File: src/rtl/div_unit_pkg.sv
// Shared types and constants for the iterative divider.
package CorePack;

    localparam int XLEN     = 64;
    localparam int DIV_ITER = 64;

    typedef logic [XLEN-1:0] data_t;

    typedef enum logic [1:0] {
        DIV  = 2'd0,
        DIVU = 2'd1,
        REM  = 2'd2,
        REMU = 2'd3
    } div_op_enum;

    typedef enum logic [1:0] {
        S_IDLE = 2'd0,
        S_CALC = 2'd1,
        S_DONE = 2'd2
    } div_state_e;

    // Signed variants treat operands as two's complement.
    function automatic logic is_signed_op(input div_op_enum op);
        return (op == DIV) || (op == REM);
    endfunction

    // Remainder variants return the remainder instead of the quotient.
    function automatic logic is_rem_op(input div_op_enum op);
        return (op == REM) || (op == REMU);
    endfunction

endpackage

File: src/rtl/div_unit_step.sv
// One restoring radix-2 iteration: shift the next dividend bit into the
// partial remainder, subtract the divisor when it fits, record the bit.
module div_step
    import CorePack::*;
(
    input  data_t rem_in,
    input  data_t quo_in,
    input  data_t dvs,
    output data_t rem_out,
    output data_t quo_out
);

    logic [XLEN:0] w_shift;
    logic          w_ge;

    assign w_shift = {rem_in, quo_in[XLEN-1]};
    assign w_ge    = (w_shift >= {1'b0, dvs});

    // When the subtraction happens the difference is below the divisor,
    // so a 64-bit wrap-around subtract yields the exact value.
    assign rem_out = w_ge ? (w_shift[XLEN-1:0] - dvs) : w_shift[XLEN-1:0];
    assign quo_out = {quo_in[XLEN-2:0], w_ge};

endmodule

File: src/rtl/div_unit.sv
// Multi-cycle 64-bit integer divider (DIV/DIVU/REM/REMU).
// Magnitudes are divided by a restoring loop, signs are fixed up at the end;
// divide-by-zero and signed overflow bypass the loop entirely.
module div_unit
    import CorePack::*;
(
    input  logic       clk,
    input  logic       rst,
    input  data_t      a,
    input  data_t      b,
    input  div_op_enum div_op,
    input  logic       start,
    input  logic       flush,
    output logic       busy,
    output logic       done,
    output data_t      result
);

    localparam data_t MIN_NEG = {1'b1, {(XLEN-1){1'b0}}};

    div_state_e r_state;
    div_state_e w_state_next;

    div_op_enum r_op;
    data_t      r_rem;
    data_t      r_quo;
    data_t      r_dvs;
    logic [6:0] r_cnt;
    logic       r_neg_q;
    logic       r_neg_r;
    data_t      r_result;

    // Operand decode, evaluated against the live inputs while idle.
    logic  w_a_neg;
    logic  w_b_neg;
    data_t w_a_mag;
    data_t w_b_mag;
    logic  w_div_zero;
    logic  w_overflow;
    logic  w_special;
    data_t w_special_res;

    assign w_a_neg    = is_signed_op(div_op) && a[XLEN-1];
    assign w_b_neg    = is_signed_op(div_op) && b[XLEN-1];
    assign w_a_mag    = w_a_neg ? (~a + 1'b1) : a;
    assign w_b_mag    = w_b_neg ? (~b + 1'b1) : b;
    assign w_div_zero = (b == '0);
    assign w_overflow = is_signed_op(div_op) && (a == MIN_NEG) && (b == '1);
    assign w_special  = w_div_zero || w_overflow;

    // Divide-by-zero: quotient all ones, remainder is the dividend.
    // Overflow: quotient is the dividend, remainder zero.
    assign w_special_res = w_div_zero ? (is_rem_op(div_op) ? a : '1)
                                      : (is_rem_op(div_op) ? '0 : a);

    // Iteration datapath and final sign fix-up.
    data_t w_rem_next;
    data_t w_quo_next;
    data_t w_quo_fix;
    data_t w_rem_fix;
    data_t w_final;
    logic  w_last;

    div_step u_step (
        .rem_in  (r_rem),
        .quo_in  (r_quo),
        .dvs     (r_dvs),
        .rem_out (w_rem_next),
        .quo_out (w_quo_next)
    );

    assign w_last    = (r_cnt == 7'(DIV_ITER - 1));
    assign w_quo_fix = r_neg_q ? (~w_quo_next + 1'b1) : w_quo_next;
    assign w_rem_fix = r_neg_r ? (~w_rem_next + 1'b1) : w_rem_next;
    assign w_final   = is_rem_op(r_op) ? w_rem_fix : w_quo_fix;

    // State register.
    always_ff @(posedge clk) begin
        if (rst) begin
            r_state <= S_IDLE;
        end else begin
            r_state <= w_state_next;
        end
    end

    // Next-state logic; flush overrides every other transition.
    always_comb begin
        w_state_next = r_state;
        unique case (r_state)
            S_IDLE: begin
                if (start) begin
                    w_state_next = w_special ? S_DONE : S_CALC;
                end
            end
            S_CALC: begin
                if (w_last) begin
                    w_state_next = S_DONE;
                end
            end
            S_DONE:  w_state_next = S_IDLE;
            default: w_state_next = S_IDLE;
        endcase
        if (flush) begin
            w_state_next = S_IDLE;
        end
    end

    // Operand latch, iteration state and result register; a flush freezes
    // everything so the previous result stays visible.
    always_ff @(posedge clk) begin
        if (rst) begin
            r_op     <= DIV;
            r_rem    <= '0;
            r_quo    <= '0;
            r_dvs    <= '0;
            r_cnt    <= '0;
            r_neg_q  <= 1'b0;
            r_neg_r  <= 1'b0;
            r_result <= '0;
        end else if (!flush) begin
            unique case (r_state)
                S_IDLE: begin
                    if (start) begin
                        r_op    <= div_op;
                        r_rem   <= '0;
                        r_quo   <= w_a_mag;
                        r_dvs   <= w_b_mag;
                        r_cnt   <= '0;
                        r_neg_q <= w_a_neg ^ w_b_neg;
                        r_neg_r <= w_a_neg;
                        if (w_special) begin
                            r_result <= w_special_res;
                        end
                    end
                end
                S_CALC: begin
                    r_rem <= w_rem_next;
                    r_quo <= w_quo_next;
                    r_cnt <= r_cnt + 7'd1;
                    if (w_last) begin
                        r_result <= w_final;
                    end
                end
                default: ;
            endcase
        end
    end

    assign busy   = (r_state != S_IDLE);
    assign done   = (r_state == S_DONE);
    assign result = r_result;

endmodule

File: config.mk
export PLATFORM = sky130hd
export DESIGN_NAME = div_unit
export DESIGN_NICKNAME = d
export VERILOG_FILES = /design/src/rtl/div_unit_pkg.sv /design/src/rtl/div_unit_step.sv /design/src/rtl/div_unit.sv
export SDC_FILE = /design/constraint.sdc
export NUM_CORES = 1
export LEC_CHECK = 0
export ABC_AREA = 0
export ABC_CLOCK_PERIOD_IN_PS = 7300
export CORE_ASPECT_RATIO = 1.25
export CORE_MARGIN = 2
export CORE_UTILIZATION = 60
export DETAILED_ROUTE_END_ITERATION = 12
export GPL_TIMING_DRIVEN = 1
export MAX_ROUTING_LAYER = met4
export PLACE_DENSITY = 0.82
export SLEW_MARGIN = 20
export SYNTH_ARGS = -nofsm -noshare
export SYNTH_HDL_FRONTEND = slang
export SYNTH_HIERARCHICAL = 1
export SYNTH_SLANG_ARGS = --single-unit
File: constraint.sdc
create_clock -name clk -period 7.3 [get_ports clk]
set_input_delay 0.73 -clock clk [delete_from_list [all_inputs] [get_ports clk]]
set_output_delay 0.73 -clock clk [all_outputs]
set_load 0.05 [all_outputs]
==> flow_summary.json <==
{
  "status": "complete, no violations",
  "avgViaCountPerCell": 7.00,
  "max-vdd-ir-drop_uv": 186,
  "die_w_um": 182,
  "min_to": "r_dvs[61]",
  "cp_data_arrival_time_ns": 7.57,
  "max_cap_viol_count": 0,
  "layout-drive-gt1-share": 0.0709,
  "worstHoldStart": "r_dvs[61]",
  "hold_path.class": "register to register",
  "start_util": 0.609,
  "drtPass1Iterations": 6,
  "cp_cell_sequence": "inv_1 > ha_1 > a21oi_1 > o211ai_1 > and3_1 > a41oi_1 > a31oi_1 > nor4_1 > or4b_1 > and3_4 > inv_12 > mux2_4 > or4_1 > nand4b_1 > or3_1 > o41ai_1 > xnor2_1 > a22oi_1 > a311oi_1",
  "area_growth_syn_to_layout_pct": 10.8,
  "regArea_um2": 5370,
  "grt_max_degree": 103,
  "final_common_cell": "a21oi_1",
  "fmax_mhz": 141,
  "drtIter0Drc": 3145,
  "crit_path_top_delay_cell": "nor4_1",
  "period_needed_ns": 7.08,
  "ys_ff_latch": 268,
  "required_ns": 7.79,
  "whs_path_depth": 2,
  "synth-seq-area-share": 0.225,
  "rrSetupSlack_ns": 0.22,
  "vias": 25941,
  "rsz0062_at_grt": "false",
  "final_cell_mix": "a21oi_1 (340), nand2_1 (280), dfxtp_1 (267)",
  "cts.sinks": 268,
  "routabilityCongestion": 1.04,
  "cts_tree": "done",
  "startpoint": "r_dvs[10]",
  "syn_avg_cell_area_um2": 7.46,
  "finalCritPeriodShare": 0.970,
  "cts.clk_slew.worst_paths_ns": 0.06,
  "slowest_delay_ns": 0.91,
  "synth_nets": 3407,
  "row_count": 81,
  "ant_nets": 0,
  "drt-wirelength-per-cell_um": 24.3,
  "finalWirelength_um": 90000,
  "nNetsFinal": 3387,
  "cts_made_buffers": 31,
  "ctsLongestPathBuffers": 3,
  "fill_cells": 3295,
  "powerDensity_nw_per_um2": 166,
  "drv_slew": 0,
  "worst_pin_slew_ns": 1.16,
  "post-route-drc-count": 0,
  "ys_warn_count": 6,
  "core_um2": 39200,
  "place.port_buffers": 199,
  "end_kind": "register",
  "antenna_found_initial": 3,
  "grtUsageTotal": 0.430,
  "cp_max_fo": 56,
  "power.leakage_nw": 9.90,
  "synthFlopType": "dfxtp_1",
  "worst_skew_pair.late_latency_ns": 0.60,
  "relSlewSlack": 0.227,
  "postCtsSetupBuffers": 0,
  "clockRootBuffer": "clkbuf_16",
  "synth-edff-count": 0,
  "finalHoldWorstSlack_ns": 0.459,
  "cts-resized-gates": 0,
  "syn_inst": 3202,
  "final_hold_viol_count": 0,
  "die_area_um2": 41400,
  "fin_skew_ns": 0.0155,
  "ctsHtreeMaxLevel": 1,
  "ys_types": 98,
  "r2r_cells": 19,
  "r2r-start": "r_dvs[10]",
  "die_y_um": 227,
  "cp-start-kind": "register",
  "cts_hold_buffers": 0,
  "path_class": "register to register",
  "setup_viol": 0,
  "pin_count": 200,
  "syn_area_um2": 23900,
  "gr-total-overflow": 0,
  "grt_pass1_vias": 24083,
  "r2r_end": "result[54]",
  "grt_pass1_wl_um": 137000,
  "async_flop_share": 0,
  "multi_input_area_um2": 16600,
  "dpl.hpwl_um": 65900,
  "totalNegativeSetupSlack_ns": 0
}
## report_power, final
part	switching [mW]	internal, mW	leakage [nW]
logic	0.732	0.393	7.19
registers	0.0737	1.53	2.18
clock network	0.676	1.00	0.529
total	1.48	2.92	9.90
## sequential cells by signal, indices dropped and copies added (netlist names)
register	flops
r_neg_q	1
r_state	2
r_dvs	64
r_quo	64
r_rem	64
r_op	1
r_neg_r	1
r_cnt	7
result	64
## layout make-up
type / instances / share of cell area
timing repair buffer: 246 / 0.0899
sequential: 268 / 0.203
tap: 498 / 0.0235
multi-input combinational: 2524 / 0.627
inverter: 111 / 0.0162
clock inverter: 9 / 0.00548
antenna: 4 / 0.000378
clock buffer: 45 / 0.0347
## through the flow
stage	cell area (um2)	util	total power, mW	instances	setup slack (ns)
3_5_place_dp	25400	0.647	2.71	3646	0.435
2_1_floorplan	23900	-	2.36	3202	1.46
6_report	26500	0.675	4.40	3705	0.221
4_1_cts	26400	0.674	4.35	3700	0.398
3_3_place_gp	25300	0.646	2.69	3646	0.570
5_1_grt	26500	0.675	4.53	3703	0.0217
## synth_stat cells, drive strengths merged (52+ instances only)
cell	count	area, um2
a31oi	52	325
nand3	120	613
nor4	60	418
nand2	281	1060
ha	70	876
nor3	91	460
o21ai	156	785
a211oi	120	963
clkbuf	184	691
nand4	57	357
dfxtp	268	5370
a21oi	341	1710
inv	110	425
nor2	269	1020
xnor2	145	1270
buf	115	895
xor2	121	1060
o31ai	56	450
## worst max-delay path by stage
stage / endpoint / slack, ns / depth (start not counted)
3_3_place_gp: result[48] / 0.57 / 17
3_5_place_dp: result[54] / 0.44 / 16
5_1_grt: result[54] / 0.02 / 19
6_report: result[54] / 0.22 / 19
2_1_floorplan: result[54] / 1.46 / 24
4_1_cts: result[54] / 0.40 / 16
## worst max-delay path, delay by kind of cell (launching register included)
kind | cells | cell delay, ns
mux | 1 | 0.40
buf+inv | 2 | 0.16
xor+xnor | 1 | 0.17
fa+ha+maj | 1 | 0.39
flops | 1 | 0.33
simple gates | 7 | 3.56
compound gates | 7 | 1.87
## cell families after synthesis
family,after synthesis,synth area share
XOR/XNOR,266,0.0975
adder cells (fa/ha/maj),103,0.0509
AO/OA/AOI/OAI,1007,0.278
buffers and inverters,410,0.0843
AND/OR/NAND/NOR,1068,0.220
multiplexers,80,0.0439
flip-flops,268,0.225
## metal layers
| metal | routed length, um | GRT usage | share of wire | up-vias |
|---|---|---|---|---|
| met4 | 5980 | 0.249 | 0.066 | 0 |
| met5 | 0 | - | 0 | - |
| met1 | 34600 | 0.523 | 0.38 | 12114 |
| met3 | 8590 | 0.0554 | 0.095 | 387 |
| met2 | 40900 | 0.687 | 0.45 | 1762 |
| li1 | - | - | - | 11678 |
(Power assumes the default switching activity.)
